[src/rtl/dmem_pkg.sv]
// Shared encodings for the data-memory port: funct3 widths, FSM states, store opcode.
package dmem_pkg;

    localparam logic [2:0] F3_B  = 3'b000;
    localparam logic [2:0] F3_H  = 3'b001;
    localparam logic [2:0] F3_W  = 3'b010;
    localparam logic [2:0] F3_BU = 3'b100;
    localparam logic [2:0] F3_HU = 3'b101;

    localparam logic [6:0] OP_STORE = 7'b0100011;

    typedef enum logic [2:0] {
        S_IDLE,
        S_RD,
        S_RESP,
        S_MERGE,
        S_WR
    } state_e;

endpackage

[src/rtl/dmem_lane.sv]
// Byte/half lane steering: left-justified load extract, sub-word store merge,
// and legality check of an incoming request.
module dmem_lane
    import dmem_pkg::*;
(
    input  logic [2:0]  req_f3_i,
    input  logic [1:0]  req_off_i,
    input  logic        req_store_i,
    input  logic [1:0]  op_size_i,
    input  logic [1:0]  op_off_i,
    input  logic [31:0] word_i,
    input  logic [31:0] wdata_i,
    output logic [31:0] load_o,
    output logic [31:0] merge_o,
    output logic        misaligned_o
);

    // Extract the addressed lane to the top of the word, and splice store data into the old word.
    always_comb begin
        load_o  = word_i;
        merge_o = wdata_i;
        case (op_size_i)
            2'b00: begin
                load_o  = {word_i[{op_off_i, 3'b000} +: 8], 24'b0};
                merge_o = word_i;
                merge_o[{op_off_i, 3'b000} +: 8] = wdata_i[7:0];
            end
            2'b01: begin
                load_o  = {word_i[{op_off_i[1], 4'b0000} +: 16], 16'b0};
                merge_o = word_i;
                merge_o[{op_off_i[1], 4'b0000} +: 16] = wdata_i[15:0];
            end
            default: ;
        endcase
    end

    // Reject misaligned halves/words, unknown encodings and unsigned-width stores.
    always_comb begin
        misaligned_o = 1'b1;
        case (req_f3_i)
            F3_B:    misaligned_o = 1'b0;
            F3_H:    misaligned_o = req_off_i[0];
            F3_W:    misaligned_o = |req_off_i;
            F3_BU:   misaligned_o = req_store_i;
            F3_HU:   misaligned_o = req_store_i | req_off_i[0];
            default: misaligned_o = 1'b1;
        endcase
    end

endmodule

[src/rtl/dmem_port.sv]
// Load/store responder for a single-port synchronous word SRAM; sub-word
// stores use read-modify-write and busy stalls the pipeline meanwhile.
module dmem_port
    import dmem_pkg::*;
#(
    parameter int unsigned XLEN = 32,
    parameter int unsigned AW   = 10
) (
    input  logic            clk,
    input  logic            reset,
    input  logic            req_valid,
    input  logic            is_store,
    input  logic [2:0]      funct3,
    input  logic [XLEN-1:0] addr,
    input  logic [31:0]     wdata,
    output logic            busy,
    output logic [31:0]     mem_data,
    output logic            load_done,
    output logic            misaligned,
    output logic            ram_en,
    output logic            ram_we,
    output logic [AW-1:0]   ram_addr,
    output logic [31:0]     ram_wdata,
    input  logic [31:0]     ram_rdata
);

    state_e      state_q, state_d;
    logic        store_q, store_d;
    logic [1:0]  size_q, size_d;
    logic [1:0]  off_q, off_d;
    logic [31:0] wd_q, wd_d;
    logic        ram_en_q, ram_en_d;
    logic        ram_we_q, ram_we_d;
    logic [AW-1:0] ram_addr_q, ram_addr_d;
    logic [31:0] ram_wdata_q, ram_wdata_d;
    logic [31:0] mem_data_q, mem_data_d;
    logic        load_done_q, load_done_d;
    logic        misaligned_q, misaligned_d;

    logic [31:0] lane_load, lane_merge;
    logic        req_bad;
    logic        unused_addr;

    // Upper address bits alias; they are intentionally not decoded.
    assign unused_addr = ^addr[XLEN-1:AW+2];

    dmem_lane u_lane (
        .req_f3_i     (funct3),
        .req_off_i    (addr[1:0]),
        .req_store_i  (is_store),
        .op_size_i    (size_q),
        .op_off_i     (off_q),
        .word_i       (ram_rdata),
        .wdata_i      (wd_q),
        .load_o       (lane_load),
        .merge_o      (lane_merge),
        .misaligned_o (req_bad)
    );

    // Next-state and registered-output logic for the access sequencer.
    always_comb begin
        state_d      = state_q;
        store_d      = store_q;
        size_d       = size_q;
        off_d        = off_q;
        wd_d         = wd_q;
        ram_en_d     = ram_en_q;
        ram_we_d     = ram_we_q;
        ram_addr_d   = ram_addr_q;
        ram_wdata_d  = ram_wdata_q;
        mem_data_d   = mem_data_q;
        load_done_d  = 1'b0;
        misaligned_d = 1'b0;
        case (state_q)
            S_IDLE: begin
                if (req_valid) begin
                    if (req_bad) begin
                        misaligned_d = 1'b1;
                    end else begin
                        store_d    = is_store;
                        size_d     = funct3[1:0];
                        off_d      = addr[1:0];
                        wd_d       = wdata;
                        ram_addr_d = addr[AW+1:2];
                        ram_en_d   = 1'b1;
                        if (is_store && funct3 == F3_W) begin
                            ram_we_d    = 1'b1;
                            ram_wdata_d = wdata;
                            state_d     = S_WR;
                        end else begin
                            ram_we_d = 1'b0;
                            state_d  = S_RD;
                        end
                    end
                end
            end
            S_RD: begin
                ram_en_d = 1'b0;
                state_d  = store_q ? S_MERGE : S_RESP;
            end
            S_RESP: begin
                mem_data_d  = lane_load;
                load_done_d = 1'b1;
                state_d     = S_IDLE;
            end
            S_MERGE: begin
                ram_wdata_d = lane_merge;
                ram_en_d    = 1'b1;
                ram_we_d    = 1'b1;
                state_d     = S_WR;
            end
            S_WR: begin
                ram_en_d = 1'b0;
                ram_we_d = 1'b0;
                state_d  = S_IDLE;
            end
            default: state_d = S_IDLE;
        endcase
    end

    // State and output registers; reset aborts any access in flight.
    always_ff @(posedge clk or negedge reset) begin
        if (!reset) begin
            state_q      <= S_IDLE;
            store_q      <= 1'b0;
            size_q       <= '0;
            off_q        <= '0;
            wd_q         <= '0;
            ram_en_q     <= 1'b0;
            ram_we_q     <= 1'b0;
            ram_addr_q   <= '0;
            ram_wdata_q  <= '0;
            mem_data_q   <= '0;
            load_done_q  <= 1'b0;
            misaligned_q <= 1'b0;
        end else begin
            state_q      <= state_d;
            store_q      <= store_d;
            size_q       <= size_d;
            off_q        <= off_d;
            wd_q         <= wd_d;
            ram_en_q     <= ram_en_d;
            ram_we_q     <= ram_we_d;
            ram_addr_q   <= ram_addr_d;
            ram_wdata_q  <= ram_wdata_d;
            mem_data_q   <= mem_data_d;
            load_done_q  <= load_done_d;
            misaligned_q <= misaligned_d;
        end
    end

    assign busy       = (state_q != S_IDLE);
    assign mem_data   = mem_data_q;
    assign load_done  = load_done_q;
    assign misaligned = misaligned_q;
    assign ram_en     = ram_en_q;
    assign ram_we     = ram_we_q;
    assign ram_addr   = ram_addr_q;
    assign ram_wdata  = ram_wdata_q;

endmodule

[config.mk]
export PLATFORM = sky130hd
export DESIGN_NAME = dmem_port
export DESIGN_NICKNAME = d
export VERILOG_FILES = /design/src/rtl/dmem_pkg.sv /design/src/rtl/dmem_lane.sv /design/src/rtl/dmem_port.sv
export SDC_FILE = /design/constraint.sdc
export NUM_CORES = 1
export LEC_CHECK = 0
export ABC_CLOCK_PERIOD_IN_PS = 4700
export CAP_MARGIN = 20
export CELL_PAD_IN_SITES_DETAIL_PLACEMENT = 1
export CELL_PAD_IN_SITES_GLOBAL_PLACEMENT = 2
export CORE_MARGIN = 4
export CORE_UTILIZATION = 32
export CTS_CLUSTER_SIZE = 40
export DETAILED_ROUTE_END_ITERATION = 16
export MAX_ROUTING_LAYER = met4
export PLACE_DENSITY = 0.93
export SETUP_SLACK_MARGIN = 0.1
export SLEW_MARGIN = 5
export SYNTH_ARGS = -nofsm -noshare
export SYNTH_HDL_FRONTEND = slang
export SYNTH_SLANG_ARGS = --single-unit
[constraint.sdc]
create_clock -name clk -period 4.7 [get_ports clk]
set_clock_uncertainty 0.05 [all_clocks]
set_input_delay 0.47 -clock clk [delete_from_list [all_inputs] [get_ports clk]]
set_output_delay 0.47 -clock clk [all_outputs]
set_load 0.005 [all_outputs]
# After elaboration in Yosys (flattened, before gate mapping)
# Cells that the tools add are included.
dict set report totals {
  reg_bits 118
  latch_bits 0
  ramBits 0
  rom_bits 0
  inputBits 103
  word_cells 74
  memories 0
}
dict set report op_classes {
  add_sub_neg 2
  multipliers 0
  div_mod_pow 0
  order_cmp 0
  eq_ne 12
  shift 6
  muxes 25
  n_bitwise 2
  n_reduce_logical 15
}
# op count
set ops {}
lappend ops {{$pmux 32 s2} 3}
lappend ops {{$mux 32} 3}
lappend ops {{$bwmux 32} 2}
lappend ops {{$shift 16x7->32 const A} 1}
lappend ops {{$shift 8x7->32 const A} 1}
lappend ops {{$shiftx 16x7->32} 1}
lappend ops {{$shiftx 32x6->16} 1}
lappend ops {{$shiftx 32x6->8} 1}
lappend ops {{$shiftx 8x7->32} 1}
lappend ops {{$neg 5->7} 2}
lappend ops {{$mux 1} 10}
lappend ops {{$eq 3x2->1 const B} 3}
lappend ops {{$eq 3x3->1 const B} 3}
lappend ops {{$mux 3} 3}
lappend ops {{$pmux 3 s3} 1}
lappend ops {{$reduce_and 3->1} 3}
lappend ops {{$reduce_bool 3->1} 3}
lappend ops {{$eq 3x1->1 const B} 2}
lappend ops {{$logic_not 3->1} 2}
lappend ops {{$ne 2x2->1 const B} 3}
lappend ops {{$pmux 1 s3} 2}
lappend ops {{$pmux 1 s5} 1}
lappend ops {{$reduce_and 4->1} 1}
lappend ops {{$reduce_or 2->1} 2}
lappend ops {{7 further kinds} 7}

# Depth between registers and ports, before layout
dict set report depth {
  ltp_word 6
  depth_mapped 10
  ltp_nobuf 6
}

# By module
# A second synthesis with hierarchy kept.
dict set report unflattened {
  hier_cells 509
  hier_area_um2 6139.6
}
# module n_inst cells_per_inst area_each_um2 seq_area_each_um2
set modules_own_cells {}
lappend modules_own_cells {dmem_port 1 309 4675.7 2952.8}
lappend modules_own_cells {dmem_lane 1 200 1463.9 0.0}

# Worst setup path before layout
# No wires, ideal clock.
dict set report synth_timing {
  path_type {reg-to-reg}
  from {register off_q[1]}
  to {register ram_wdata_q[27] (netlist: ram_wdata[27])}
  arrival_time_ps 2156
  path_slack_ps 2403
  path_stages_with_launch 11
  n_path_buf 4
  path_cell_list {dfrtp_1 -> buf_4 -> buf_6 -> buf_2 -> inv_1 -> ha_1 -> nor4b_4 -> and4bb_1 -> buf_6 -> a211oi_2 -> o31ai_2}
}
dict set report synth_via {
  elab_chain_len 5
  word_cells_on_any_way 10
  classes_between {add/sub (2); shift (4); mux (4)}
}
# element line
set synth_rtl {}
lappend synth_rtl {{from (decl)} dmem_port.sv:30} ;# logic [1:0] off_q, off_d;
lappend synth_rtl {{from (signal assigned)} dmem_port.sv:127} ;# off_q <= '0;
lappend synth_rtl {{from (signal assigned)} dmem_port.sv:140} ;# off_q <= off_d;
lappend synth_rtl {{$neg 5->7, on equally long branches} {dmem_lane.sv:31, dmem_lane.sv:26}}
lappend synth_rtl {{$shiftx 16x7->32 (tied with other cells)} dmem_lane.sv:31} ;# merge_o[{op_off_i[1], 4'b0000} +: 16] = wdata_i[15:0];
lappend synth_rtl {{$bwmux 32, on equally long branches} {dmem_lane.sv:31, dmem_lane.sv:26}}
lappend synth_rtl {{$pmux 32 s2 (*)} dmem_lane.sv:22} ;# case (op_size_i)
lappend synth_rtl {{$pmux 32 s2 (*)} dmem_port.sv:74} ;# case (state_q)
lappend synth_rtl {{to (signal assigned)} dmem_port.sv:145} ;# ram_wdata_q <= ram_wdata_d;
lappend synth_rtl {{to (decl)} dmem_port.sv:35} ;# logic [31:0] ram_wdata_q, ram_wdata_d;
# Every way passes the cells marked *; elsewhere a longest branch is shown, timed or not.
# A chain may end at the register's enable or synchronous reset.

# Final worst setup path
dict set report layout_timing {
  from {input funct3[0]}
  to {register wd_q[21]}
}
dict set report layout_via {
  elab_chain_len 4
  word_cells_on_any_way 8
  classes_between {eq/ne (4); mux (1); bitwise (1); reduce/logical (2)}
}
# element line
set layout_rtl {}
lappend layout_rtl {{from (decl)} dmem_port.sv:13} ;# input logic [2:0] funct3,
lappend layout_rtl {{$eq 3x3->1 (tied with other cells)} dmem_lane.sv:40} ;# case (req_f3_i)
lappend layout_rtl {{$pmux 1 s5 (*)} dmem_lane.sv:40}
lappend layout_rtl {{$not 1->1 (no source line) (*)} --}
lappend layout_rtl {{$reduce_and 3->1 (no source line) (*)} --}
lappend layout_rtl {{to (signal assigned)} dmem_port.sv:141} ;# wd_q <= wd_d;
lappend layout_rtl {{to (decl)} dmem_port.sv:31} ;# logic [31:0] wd_q, wd_d;
# Marks and branches as above.

==> results.md <==
* Vias in the first global route at 5,857
* Die ar. at 0.02212 mm2
* Initial antenna violation count at 0
* # setup viols final at 0
* Area occupied by multi-input gates at 0.003120 mm2
* Detail Route Antenna Nets at 0
* Critical Path AT at 3.32 ns
* Fin. Hold Viols at 0
* Min Tclk post-route at 3.059 ns
* Power per cell area at 661.9 mW/mm2
* Mapped Cells at 576
* Final period util at 0.6509
* Total grt overflow at 0
* CTS tree: built
* Worst-case clock buffer depth at 2
* Post-detail-place hpwl at 16,460 um
* Mean Syn Cell Area at 11.00 um2
* TritonRoute pass-1 iters at 5
* F_max at 326.9 MHz
* Worst EP required at 4.96 ns
* Worst-skew pair later-pin latency at 0.43 ns
* Die height at 148.7 um
* CTS resizes at 0
* Peak VDD IR at 329.3 uV
* Fill cell count at 2,097
* Post-synthesis sequential area ratio at 0.4659
* Final #Nets at 829
* Post-synth cell types at 56
* Largest net degree at the start of global routing at 66
* Starting Density at 0.3256
* Ports at 182
* Unrepaired setup endpoints after global routing: no
* Reg2reg setup slack at 1.81 ns
* Syn nets at 684
* Synth top area cells: dfrtp_1 (47%), mux2_4 (7.1%), mux2_2 (6.8%)
* Max cap viols at 0
* Wire length on met1 at 10,020 um
* Via count at 5,504
* Row count at 51
* Total length of routed met2 wires at 10,490 um
* Antenna Cells at 0
* GRT Total Usage at 0.2106
* Top layer reached by signal wires: met4
* Worst slew pin tran at 1.051 ns
* Slew Limit Fails at 0
* First-pass GRT wire length at 34,560 um
* GP Congestion at 0.8954
* Final TNS setup at 0 ns
* Hold-fix buffers, CTS at 0
* Register bit total from synthesis at 118
* Status: finished clean
* Worst-path clk slew at 0.06 ns
* DRC Markers at 0
* Critical path class: primary input to flop
* Crit path capture type: flop
* Hold Path Class: primary input to async pin
* Top-area cell type share of the netlist area at 0.4659
* Num CTS Buffers at 17
* Post-DR vias/cell at 5.510
* Metal3 WL at 1592 um
* FF+latch area at 0.002954 mm2
* Leakage power at 0.003641 uW
* Total power at 5807 uW
* Root buf cell: clkbuf_16
* Core area at 0.01946 mm2
* Chip width at 148.7 um
* Buffers on Ports at 161
* Num Clock Sinks at 118
* Synthesized area at 0.006337 mm2
* Initial DRC count at 438
* YS warnings at 0
* Critical-path maximum fanout at 30
* Post-synth top area cell: dfrtp_1
* Setup bufs post-CTS at 0
* Slew HR at 0.2942
* Post-detailed-route wirelength per cell at 22.66 um
* CP Launch Type: primary input
* Final WL at 22,640 um
* # H-tree levels at 4
* Layout cell share with drive strength beyond 1 at 0.1921
* Synthesis-to-finish area growth at 38.42%
[synth_stat cells (all sizes together)]
| library cell | n |
|---|---|
| nor4bb | 1 |
| nor2b | 4 |
| or2 | 2 |
| nand2b | 4 |
| nor2 | 54 |
| nand2 | 52 |
| and4bb | 2 |
| a41oi | 5 |
| nor4b | 2 |
| a32oi | 7 |
| a21o | 2 |
| and3 | 1 |
| a22o | 2 |
| and2 | 3 |
| o2111ai | 1 |
| a211oi | 18 |
| inv | 6 |
| a41o | 1 |
| dfrtp | 118 |
| clkinv | 1 |
| o31ai | 11 |
| clkbuf | 18 |
| nor3b | 1 |
| mux2 | 75 |
| a21oi | 3 |
| a211o | 1 |
| nand4b | 6 |
| nor3 | 5 |
| o22ai | 7 |
| ha | 5 |
| nor4 | 1 |
| nand3b | 2 |
| nand4 | 6 |
| a221o | 11 |
| a222oi | 8 |
| and3b | 2 |
| buf | 28 |
| o21ai | 51 |
| a221oi | 16 |
| a22oi | 8 |
| nand3 | 15 |
| mux2i | 10 |
[power breakdown]
| part | switching (uW) | leakage, uW | internal (uW) |
|---|---|---|---|
| Clock | 498 | 0.000297 | 889 |
| Combinational | 1110 | 0.00191 | 1340 |
| Sequential | 475 | 0.00144 | 1490 |
[per-layer routing]
| layer | track usage | vias up |
|---|---|---|
| li1 | - | 2457 |
| met1 | 0.2696 | 2789 |
| met2 | 0.3255 | 223 |
| met3 | 0.06094 | 35 |
| met4 | 0.06282 | 0 |
| met5 | - | - |
[path summary, 6_finish.rpt]
kind / cells past startpoint / to / from
min in group clk: 2 / mem_data[30] / mem_data[30]
hold / removal: 1 / load_done / reset
hold reg to reg: 2 / mem_data[30] / mem_data[30]
setup reg to reg: 6 / ram_wdata[29] / off_q[0]
max in group asynchronous: 2 / size_q[1] / reset
setup / recovery: 6 / wd_q[21] / funct3[0]
[kinds of logic (layout without fill, tap and decap cells)]
family,after synthesis,count (layout),synth area share
fa+ha+maj,5,5,0.009872
flops,118,118,0.4659
buf+inv,53,211,0.04383
mux,85,85,0.1668
simple gates,163,163,0.1283
compound gates,152,152,0.1852
[critical path, cell delays in order]
cell	delay [ns]
clkdlybuf4s50_1	0.52
nor4_2	0.47
or2_1	0.20
nand3_2	0.74
buf_4	0.57
mux2_4	0.34
[flip-flops by register name, indices dropped and copies added, names as in the netlist]
name and cells:
load_done 1, mem_data 32, misaligned 1, off_q 2, ram_addr 10, ram_en 1, ram_wdata 32, ram_we 1
size_q 2, state_q 3, store_q 1, wd_q 32
[per-stage QoR]
stage / setup slack [ns] / cell area, um2 / hold slack, ns / util / std cells
finish: 1.641 / 8772 / 0.07054 / 0.4507 / 999
global route: 1.539 / 8772 / 0.1298 / 0.4507 / 999
CTS: 1.682 / 8737 / 0.09584 / 0.4489 / 997
detailed placement: 1.240 / 8109 / 0.4198 / 0.4167 / 965
global placement: 1.388 / 8109 / 0.4121 / 0.4167 / 965
floorplan: 2.403 / 6337 / 0.1244 / - / 576
[layout by cell type, fill, tap and decap left out, types with 3 or more instances in the layout]
cell | synthesis | final
buf_4 | 2 | 10
a211oi_2 | 8 | 8
nand2_1 | 52 | 51
clkbuf_8 | 0 | 4
a41oi_1 | 5 | 5
inv_1 | 5 | 5
a22oi_1 | 8 | 8
mux2_4 | 30 | 30
nand3_1 | 15 | 14
o22ai_1 | 7 | 7
nand4b_1 | 6 | 6
a32oi_1 | 7 | 7
clkdlybuf4s50_1 | 0 | 160
nand4_1 | 6 | 6
o31ai_1 | 3 | 3
ha_1 | 5 | 5
a211oi_1 | 10 | 10
o31ai_2 | 8 | 8
nor2_1 | 54 | 54
a221o_1 | 11 | 11
clkinvlp_4 | 0 | 4
a222oi_1 | 8 | 8
nand2b_1 | 4 | 4
mux2_1 | 7 | 7
bufinv_16 | 0 | 3
o21ai_0 | 51 | 51
nor3_2 | 3 | 3
clkbuf_16 | 0 | 17
mux2_2 | 38 | 38
a221oi_1 | 15 | 15
nor2b_1 | 4 | 4
mux2i_1 | 10 | 10
a21oi_1 | 3 | 3
dfrtp_1 | 118 | 117
[final cells by class]
| type | instances | share of cell area |
|---|---|---|
| flip-flops and latches | 118 | 0.3368 |
| inverters | 7 | 0.002995 |
| repair buffers | 172 | 0.1951 |
| clock buffers | 21 | 0.05477 |
| well taps | 265 | 0.03780 |
| multi-input cells | 405 | 0.3557 |
| clock inverters | 11 | 0.01683 |
(Power assumes the default switching activity.)
